--- src/rtl/mem_arb_pkg.sv ---
// Shared definitions for the two-port memory read arbiter:
// FSM state encoding and requester port indices.
package mem_arb_pkg;

    typedef enum logic [1:0] {
        IDLE  = 2'd0,
        ISSUE = 2'd1,
        RESP  = 2'd2
    } state_t;

    localparam logic PORT_FETCH = 1'b0;
    localparam logic PORT_DATA  = 1'b1;

endpackage

--- src/rtl/arb_pick2.sv ---
// Two-requester winner selection.
// Default: round-robin on ties (the port not granted last wins).
// Build option MEM_ARB_FIXED_PRIO_EN: port 0 always wins ties.
module arb_pick2
    import mem_arb_pkg::*;
(
    input  logic req0,
    input  logic req1,
    input  logic last_grant,
    output logic winner,
    output logic any_req
);

    // Pick the winner index; with no request the output is a don't-care,
    // so it simply echoes last_grant.
    always_comb begin
        any_req = req0 | req1;
`ifdef MEM_ARB_FIXED_PRIO_EN
        if (req0)
            winner = PORT_FETCH;
        else if (req1)
            winner = PORT_DATA;
        else
            winner = last_grant;
`else
        if (req0 && req1)
            winner = ~last_grant;
        else if (req0)
            winner = PORT_FETCH;
        else if (req1)
            winner = PORT_DATA;
        else
            winner = last_grant;
`endif
    end

endmodule

--- src/rtl/mem_arbiter.sv ---
// Two-port read arbiter in front of a registered-read SRAM.
// IDLE -> ISSUE (cs + grant) -> RESP (data captured at the closing edge),
// with back-to-back issue from RESP when a request is pending.
// Tie policy selectable with MEM_ARB_FIXED_PRIO_EN (see arb_pick2).
module mem_arbiter
    import mem_arb_pkg::*;
#(
    parameter int ADDR_W = 4,
    parameter int DATA_W = 8
) (
    input  logic              clk,
    input  logic              rst_n,
    input  logic              req0,
    input  logic              req1,
    input  logic [ADDR_W-1:0] addr0,
    input  logic [ADDR_W-1:0] addr1,
    output logic              gnt0,
    output logic              gnt1,
    output logic              rvalid0,
    output logic              rvalid1,
    output logic [DATA_W-1:0] rdata0,
    output logic [DATA_W-1:0] rdata1,
    output logic              mem_cs,
    output logic [ADDR_W-1:0] mem_addr,
    input  logic [DATA_W-1:0] mem_rdata
);

    state_t            r_state;
    logic              r_winner;
    logic              r_last_grant;
    logic              r_gnt0;
    logic              r_gnt1;
    logic              r_rvalid0;
    logic              r_rvalid1;
    logic [DATA_W-1:0] r_rdata0;
    logic [DATA_W-1:0] r_rdata1;
    logic              r_mem_cs;
    logic [ADDR_W-1:0] r_mem_addr;

    logic              w_winner;
    logic              w_any_req;
    logic              w_accept;
    logic [ADDR_W-1:0] w_win_addr;

    arb_pick2 u_pick (
        .req0       (req0),
        .req1       (req1),
        .last_grant (r_last_grant),
        .winner     (w_winner),
        .any_req    (w_any_req)
    );

    // A new request is only accepted from IDLE or, back-to-back, from RESP.
    assign w_accept   = w_any_req && ((r_state == IDLE) || (r_state == RESP));
    assign w_win_addr = (w_winner == PORT_DATA) ? addr1 : addr0;

    // Arbiter FSM with registered grant, chip-select, address and response outputs.
    always_ff @(posedge clk or negedge rst_n) begin
        if (!rst_n) begin
            r_state      <= IDLE;
            r_winner     <= PORT_FETCH;
            r_last_grant <= PORT_DATA;
            r_gnt0       <= 1'b0;
            r_gnt1       <= 1'b0;
            r_rvalid0    <= 1'b0;
            r_rvalid1    <= 1'b0;
            r_rdata0     <= '0;
            r_rdata1     <= '0;
            r_mem_cs     <= 1'b0;
            r_mem_addr   <= '0;
        end else begin
            // Pulsed outputs default low; mem_addr and rdata hold.
            r_gnt0    <= 1'b0;
            r_gnt1    <= 1'b0;
            r_rvalid0 <= 1'b0;
            r_rvalid1 <= 1'b0;
            r_mem_cs  <= 1'b0;

            case (r_state)
                IDLE: begin
                    r_state <= IDLE;
                end
                ISSUE: begin
                    r_state <= RESP;
                end
                RESP: begin
                    // SRAM output is valid this cycle; hand it to the winner only.
                    if (r_winner == PORT_DATA) begin
                        r_rdata1  <= mem_rdata;
                        r_rvalid1 <= 1'b1;
                    end else begin
                        r_rdata0  <= mem_rdata;
                        r_rvalid0 <= 1'b1;
                    end
                    r_state <= IDLE;
                end
                default: begin
                    r_state <= IDLE;
                end
            endcase

            // Acceptance overrides the IDLE/RESP next state above.
            if (w_accept) begin
                r_state      <= ISSUE;
                r_winner     <= w_winner;
                r_last_grant <= w_winner;
                r_mem_cs     <= 1'b1;
                r_mem_addr   <= w_win_addr;
                r_gnt0       <= (w_winner == PORT_FETCH);
                r_gnt1       <= (w_winner == PORT_DATA);
            end
        end
    end

    assign gnt0     = r_gnt0;
    assign gnt1     = r_gnt1;
    assign rvalid0  = r_rvalid0;
    assign rvalid1  = r_rvalid1;
    assign rdata0   = r_rdata0;
    assign rdata1   = r_rdata1;
    assign mem_cs   = r_mem_cs;
    assign mem_addr = r_mem_addr;

endmodule

--- config.mk ---
export PLATFORM = sky130hd
export DESIGN_NAME = mem_arbiter
export DESIGN_NICKNAME = d
export VERILOG_FILES = /design/src/rtl/mem_arb_pkg.sv /design/src/rtl/arb_pick2.sv /design/src/rtl/mem_arbiter.sv
export SDC_FILE = /design/constraint.sdc
export NUM_CORES = 1
export LEC_CHECK = 0
export ABC_AREA = 1
export CAP_MARGIN = 20
export CORE_MARGIN = 2
export CORE_UTILIZATION = 34
export CTS_CLUSTER_SIZE = 25
export DETAILED_ROUTE_END_ITERATION = 10
export MAX_ROUTING_LAYER = met4
export PLACE_DENSITY = 0.62
export RECOVER_POWER = 100
export SYNTH_ARGS = -nofsm -noshare
export SYNTH_HDL_FRONTEND = slang
export SYNTH_SLANG_ARGS = --single-unit
--- constraint.sdc ---
create_clock -name clk -period 2.5 [get_ports clk]
set_clock_uncertainty 0.15 [all_clocks]
set_input_delay 0.5 -clock clk [delete_from_list [all_inputs] [get_ports clk]]
set_output_delay 0.5 -clock clk [all_outputs]
set_load 0.1 [all_outputs]
==> results.md, run 1 <==
- Status: complete, no violations
- Inserted Diodes: 0
- Setup Slack @ Placement: 0.669 ns
- GRT Residual Overflow: 0
- CTS sink count: 28
- Max Fclk: 0.538 GHz
- IO Pins: 45
- Cell area after placement: 1600 um^2
- Metal-1 WL: 1100 um
- CP max stage delay: 0.48 ns
- Post-synthesis to final-layout area growth: 26.6%
- Cts hold-fix bufs: 0
- Arrival time at the worst endpoint: 1.21 ns
- Design area: 1490 um^2
- Max-cap violations: 0
- Final WL: 2410 um
- Cells after Synth: 116
- Initial antenna violation count: 0
- WL/cell: 11.5 um
- CTS root buf: clkbuf_4
- DRC: 0
- Router iterations before antenna repair: 4
- Final nets: 184
- Post-synthesis sequential area ratio: 0.595
- Initial DRC count: 84
- Met3 WL post-DR: 180 um
- Clock Path Buffers: 2
- DR WL met2: 1110 um
- Dpl hpwl: 1760 um
- TritonCTS clock tree: built
- CP endpoint kind: output port
- Post-Syn Area: 1180 um^2
- Detailed-route via count: 893
- Vias in the first global route: 945
- Endpoints failing hold: 0
- Top Metal Used: met4
- Core area: 3340 um^2
- Setup_tns: 0 ns
- Largest net degree at the start of global routing: 29
- Minimum clock period: 1.86 ns
- Period utilization: 0.744
- Layout fillers: 370
- H-tree levels: 1
- Die Y: 62.9 um
- CP Class: flop to output port
- HP Class: flop to flop
- Reg area: 702 um^2
- Share of layout cells above drive strength 1: 0.190
- Setup ws final: 0.641 ns
- RSZ-0062 raised after global routing: false
- Top cell family by delay on the critical path: buffers and inverters
- CP bufs+invs: 1
- Post-CTS Resized: 0
- Syn_nets: 136
- Syn_area_per_cell: 10.2 um^2
- Slowest cell on crit path: clkbuf_2
- Slew Viols, Final: 0
- Multi-input logic area: 295 um^2
- Routability congestion estimate: 0.810
- Crit path max fanout: 3
- Final-report setup violation count: 0
- Worst setup SP type: flop
- Rows: 21
- Total Routing Usage GR: 0.136
- Via-per-instance ratio: 4.27
- CTS buffer count: 3
- Warnings, synthesis: 0
- Post-CTS Setup Repair Bufs: 0
- Slew Limit Headroom: 0.613
- Synth cell types: 12
- Crit path cell chain: clkbuf_2
- Clock Latency Late Sink: 0.32 ns
- Initial Util: 0.354
- Seq cells post-synth: 28
- Worst-margin pin slew: 0.579 ns
- Count of input and output buffers: 44
- Full die area: 3960 um^2
- CTS clock-pin slew for the worst setup and hold paths: 0.15 ns
- Global-route wire length before repair: 4170 um
- Core Util, Final: 0.448
- CP required: 1.85 ns
- Final ANT Viol Nets: 0
- Die X: 62.9 um
## metrics by stage
step / hold WS, ns / instances
3_3_place_gp: 0.319 / 205
6_report: 0.315 / 209
5_1_grt: 0.344 / 209
2_1_floorplan: 0.0544 / 116
3_5_place_dp: 0.318 / 205
4_1_cts: 0.354 / 209
## sequential cells by signal, indices dropped and copies added, names as in the netlist
signal,flops
r_last_grant,1
gnt1,1
r_state,2
rdata1,8
rdata0,8
gnt0,1
rvalid0,1
mem_addr,4
rvalid1,1
r_winner,1
## cell families (layout without fill, tap and decap cells)
family,after synthesis,count (layout),synth area share
AND/OR/NAND/NOR,50,50,0.191
AO/OA/AOI/OAI,19,19,0.141
buffers and inverters,19,66,0.0732
flip-flops,28,28,0.595
## worst paths after layout
| kind | startpoint | end | slack [ns] | depth (start not counted) |
|---|---|---|---|---|
| max reg2reg | r_state[0] | rdata1[4] | 0.97 | 3 |
| min in group asynchronous | rst_n | gnt1 | 0.46 | 2 |
| max | r_state[0] | mem_cs | 0.64 | 1 |
| max in group asynchronous | rst_n | r_last_grant | 1.44 | 2 |
| min | r_state[1] | r_state[1] | 0.32 | 1 |
| min reg2reg | r_state[1] | r_state[1] | 0.32 | 1 |
## layout by cell type, fill, tap and decap left out
cell	Yosys	layout
clkbuf_4	0	3
nand2_1	38	38
o21ai_0	2	18
inv_1	16	17
clkbuf_2	0	25
dfrtp_1	27	27
nand3_1	8	10
dfstp_2	1	1
nor2_1	2	2
clkdlybuf4s50_1	0	17
buf_4	0	1
dlygate4sd3_1	0	2
bufinv_16	0	1
a21oi_1	0	1
## metal layers
metal  track usage  vias up
met5             -        -
met4        0.0500        0
met3        0.0378        2
met2         0.218       34
met1         0.163      405
li1              -      452
## final cells by class
| class | instances | area share |
|---|---|---|
| Tap cell | 46 | 0.0385 |
| Clock inverter | 1 | 0.0201 |
| Sequential cell | 28 | 0.470 |
| Multi-Input combinational cell | 69 | 0.198 |
| Timing Repair Buffer | 45 | 0.216 |
| Inverter | 17 | 0.0427 |
| Clock buffer | 3 | 0.0151 |
## synthesized netlist by cell type
cell / number / area share
o21ai_0: 2 / 0.0085
buf_6: 2 / 0.019
inv_1: 16 / 0.051
nand3_1: 8 / 0.034
a21oi_4: 1 / 0.014
inv_2: 1 / 0.0032
o21ai_2: 16 / 0.12
dfstp_2: 1 / 0.022
nand3_4: 2 / 0.030
nor2_1: 2 / 0.0064
nand2_1: 38 / 0.12
dfrtp_1: 27 / 0.57
Power of run 1 is left out: the tool's default activity adds up to more than one toggle a clock period on the data nets, which glitch-free logic cannot reach.
==> run 2, diff against run 1 <==
Clock period 2.5 ns to 1.9 ns, I/O delays scaled along.
==> run 2 against run 1 <==
Cell area rose by 9.3%; flip-flop and latch count unchanged; via count up 4.9%; highest routed layer unchanged.
==> results.md, run 2 (synthesis gave the netlist of run 1 again) <==
- Cell area after placement: 1910 um^2 (+20%)
- Crit path cell chain: clkbuf_2
- GRT met1 Usage: 0.159 (-0.00386)
- Worst-margin pin slew: 0.677 ns (+0.0983 ns)
- GR peak layer: met2
- Die X: 62.9 um (unchanged)
- Minimum clock period: 1.69 ns
- TritonCTS clock tree: built
- Dpl hpwl: 1930 um (+9.3%)
- Crit path max fanout: 2 (-1)
- Clock Latency Late Sink: 0.31 ns (about the same)
- Design area: 1630 um^2 (+9.3%)
- Full die area: 3960 um^2 (unchanged)
- CP required: 1.37 ns (-0.48 ns)
- DRC: 0 (unchanged)
- Most frequent cells in the layout: 38 x nand2_1, 27 x dfrtp_1, 19 x clkbuf_2
- Endpoints failing hold: 0 (unchanged)
- Max Fclk: 0.591 GHz
- Top cell family by delay on the critical path: buffers and inverters
- RSZ-0062 raised after global routing: false
- CP endpoint kind: output port
- Initial antenna violation count: 0 (unchanged)
- Met2 Use GR: 0.231 (+0.0133)
- Initial Util: 0.354 (unchanged)
- CTS sink count: 28 (unchanged)
- Rows: 21 (unchanged)
- HP Class: flop to flop
- Final-report setup violation count: 0 (unchanged)
- Post-synthesis to final-layout area growth: 38.4%
- Final WL: 2490 um (+3.6%)
- Global-route wire length before repair: 4410 um (+5.6%)
- Most common cell after layout, fill and taps aside: nand2_1
- Core area: 3340 um^2 (unchanged)
- Setup_tns: 0 ns (unchanged)
- Period utilization: 0.890
- Reg2Reg Setup Slack: 0.58 ns (-0.39 ns)
- Slowest cell on crit path: clkbuf_2
- Status: complete, no violations
- Worst setup SP type: flop
- Post-CTS Resized: 0 (unchanged)
- IO Pins: 45 (unchanged)
- Die Y: 62.9 um (unchanged)
- Largest net degree at the start of global routing: 29 (unchanged)
- Initial DRC count: 20 (-76%)
- CTS root buf: clkbuf_4
- Total Routing Usage GR: 0.140 (+0.00464)
- Arrival time at the worst endpoint: 1.16 ns (-0.05 ns)
- WL/cell: 11.9 um (+3.6%)
- H-tree levels: 1 (unchanged)
- Slew Viols, Final: 0 (unchanged)
- Count of input and output buffers: 44 (unchanged)
- Router iterations before antenna repair: 4 (unchanged)
- Detailed-route via count: 937 (+4.9%)
- Cts hold-fix bufs: 0 (unchanged)
- Max-cap violations: 0 (unchanged)
- Vias in the first global route: 1032 (+9.2%)
- GRT Residual Overflow: 0 (unchanged)
- Inserted Diodes: 0 (unchanged)
- CP max stage delay: 0.47 ns (about the same)
- Setup ws final: 0.209 ns (-0.432 ns)
- Via-per-instance ratio: 4.48 (+4.9%)
- M3 GR Usage: 0.0577 (+0.0198)
- Clock Path Buffers: 2 (unchanged)
- Setup Slack @ Placement: 0.187 ns (-0.482 ns)
- Slew Limit Headroom: 0.549 (-0.0645)
- Core Util, Final: 0.489 (+0.0416)
- CTS buffer count: 3 (unchanged)
- CP Class: flop to output port
- Share of layout cells above drive strength 1: 0.209 (+0.0184)
- Final nets: 184 (unchanged)
- Final ANT Viol Nets: 0 (unchanged)
- Post-CTS Setup Repair Bufs: 0 (unchanged)
- CTS clock-pin slew for the worst setup and hold paths: 0.14 ns (about the same)
- Routability congestion estimate: 0.820 (+1.2%)
- CP bufs+invs: 1 (unchanged)
==> run 2: changes by cell type in the layout (fill, tap and decap cells not counted) <==
cell | before | now
buf_12 | 0 | 7
clkbuf_2 | 25 | 19
a21oi_4 | 0 | 1
a21oi_1 | 1 | 0
nand3_1 | 10 | 8
nand3_4 | 0 | 2
buf_4 | 1 | 0
==> run 2: per-layer routing <==
layer,vias to the layer above,share of wire
li1,457,-
met1,440,0.44
met2,38,0.45
met3,2,0.10
met4,0,0.0056
met5,-,0
==> run 2: stage by stage <==
stage | hold WS (ns) | cells
detailed placement | 0.380 | 205
global route | 0.381 | 209
global placement | 0.380 | 205
floorplan | -0.0656 | 116
CTS | 0.271 | 209
finish | 0.355 | 209
==> run 2: final timing paths <==
kind	cells after the start	to	startpoint
min	2	rdata0[4]	rdata0[4]
min reg2reg	2	rdata0[4]	rdata0[4]
min in group asynchronous	2	r_winner	rst_n
max	1	rdata0[2]	rdata0[2]
max reg2reg	4	rdata1[2]	r_state[0]
max in group asynchronous	2	r_state[1]	rst_n
==> run 2: cell type report <==
class,count,area [um^2]
Fill cell,353,1700
Clock buffer,3,22.5
Inverter,17,63.8
Clock inverter,1,30.0
Sequential cell,28,702
Multi-Input combinational cell,69,332
Timing Repair Buffer,45,425
Tap cell,46,57.6
Power of run 2 is left out for the same reason.
==> run 3, diff against run 2 <==
Settings changed: CAP_MARGIN 20 to unset, CORE_UTILIZATION 34 to 43, PLACE_DENSITY 0.62 to 0.76.
==> run 3 against run 2 <==
Sequential share of layout area is essentially flat; non-clock buffer count did not move; first-iteration DRC count grew 30%; critical path depth stayed put; final cell count shrank 7.7%; wire length shrank 2.7%.
==> results.md, run 3 (synthesis gave the netlist of run 1 again) <==
- CP bufs+invs: 1 (unchanged)
- GRT Residual Overflow: 0 (unchanged)
- CTS sink count: 28 (unchanged)
- CTS root buf: clkbuf_4
- DRC: 0 (unchanged)
- Top cell family by delay on the critical path: buffers and inverters
- Die X: 56.4 um (-10%)
- Rows: 18 (-14%)
- HP Class: flop to flop
- Routability congestion estimate: 0.852 (+4.0%)
- Metal-1 WL: 1020 um (-7.0%)
- Clock Path Buffers: 2 (unchanged)
- Die Y: 56.4 um (-10%)
- Hold Crit Start: rdata0[0]
- CP endpoint kind: output port
- Most frequent cells in the layout: 38 x nand2_1, 27 x dfrtp_1, 18 x o21ai_0
- Met3 WL post-DR: 183 um (-28%)
- Design area: 1630 um^2 (about the same)
- Share of layout cells above drive strength 1: 0.202 (-0.00613)
- Inserted Diodes: 0 (unchanged)
- CTS buffer count: 3 (unchanged)
- Slew Limit Headroom: 0.558 (+0.00951)
- Final-report setup violation count: 0 (unchanged)
- Minimum clock period: 1.71 ns (+0.0172 ns)
- Layout fillers: 221 (-37%)
- TritonCTS clock tree: built
- Multi-input logic area: 332 um^2 (unchanged)
- Post-CTS Setup Repair Bufs: 0 (unchanged)
- RSZ-0062 raised after global routing: false
- H-tree levels: 1 (unchanged)
- CP Class: flop to output port
- Clock Latency Late Sink: 0.32 ns (about the same)
- Worst-margin pin slew: 0.663 ns (-0.0143 ns)
- CP max stage delay: 0.46 ns (about the same)
- Worst r2r src: r_state[0]
- Core area: 2540 um^2 (-24%)
- Slowest cell on crit path: clkbuf_2
- Dpl hpwl: 1920 um (-0.31%)
- Final WL: 2430 um (-2.7%)
- Post-synthesis to final-layout area growth: 38.3% (about the same)
- CP required: 1.37 ns (about the same)
- Top Metal Used: met4
- Reg area: 702 um^2 (unchanged)
- Full die area: 3180 um^2 (-20%)
- DR WL met2: 1190 um (+5.2%)
- Max-cap violations: 0 (unchanged)
- Post-CTS Resized: 0 (unchanged)
- Setup_tns: 0 ns (unchanged)
- Initial DRC count: 26 (+30%)
- Slew Viols, Final: 0 (unchanged)
- Most common cell after layout, fill and taps aside: nand2_1
- Status: complete, no violations
- Critical path startpoint: rdata1[5]
- Router iterations before antenna repair: 4 (unchanged)
- Endpoints failing hold: 0 (unchanged)
- Max Fclk: 0.585 GHz (-1.0%)
- Total Routing Usage GR: 0.172 (+0.0318)
- Final nets: 184 (unchanged)
- Final ANT Viol Nets: 0 (unchanged)
- Count of input and output buffers: 44 (unchanged)
- Cts hold-fix bufs: 0 (unchanged)
- IO Pins: 45 (unchanged)
- Via-per-instance ratio: 4.70 (+4.8%)
- CTS clock-pin slew for the worst setup and hold paths: 0.13 ns (about the same)
- Period utilization: 0.899 (+0.00904)
- Detailed-route via count: 907 (-3.2%)
- Crit path cell chain: clkbuf_2
- Largest net degree at the start of global routing: 29 (unchanged)
- Global-route wire length before repair: 4150 um (-5.8%)
- Initial Util: 0.464 (+0.110)
- Arrival time at the worst endpoint: 1.18 ns (+0.02 ns)
- Worst setup SP type: flop
- WL/cell: 12.6 um (+5.4%)
- Cell area after placement: 1890 um^2 (-1.0%)
- Vias in the first global route: 902 (-13%)
- Initial antenna violation count: 0 (unchanged)
- Crit path max fanout: 2 (unchanged)
run 3: changes by cell type in the layout (fill, tap and decap cells not counted):
cell / change
clkbuf_2: -3
bufinv_16: -1
clkbuf_1: +1
buf_12: +3
run 3: final timing paths:
path                                    end  depth (start not counted)  slack, ns
worst max-delay path              rdata1[5]                          1       0.19
max in group asynchronous         rdata0[4]                          2       0.73
worst max register to register    rdata0[6]                          4       0.58
worst min-delay path              rdata0[0]                          2       0.35
min in group asynchronous       mem_addr[0]                          2       0.45
worst min register to register    rdata0[0]                          2       0.35
run 3: final cells by class:
type,instances,share of cell area
well taps,30,0.0230
flip-flops and latches,28,0.430
inverters,17,0.0391
clock buffers,4,0.0161
repair buffers,45,0.288
multi-input cells,69,0.203
run 3: through the flow:
| stage | hold slack [ns] | std cells | setup WS (ns) | util |
|---|---|---|---|---|
| finish | 0.350 | 193 | 0.192 | 0.641 |
| detailed placement | 0.382 | 189 | 0.166 | 0.744 |
| floorplan | -0.0656 | 116 | 0.101 | - |
| global placement | 0.380 | 189 | 0.243 | 0.744 |
| CTS | 0.266 | 193 | 0.326 | 0.754 |
| global route | 0.379 | 193 | 0.148 | 0.641 |
run 3: routing by layer:
layer,vias to the layer above,track usage
met2,36,0.287
met3,3,0.0415
met4,0,0.0612
li1,454,-
met1,414,0.203
met5,-,-
Power of run 3 is left out for the same reason.
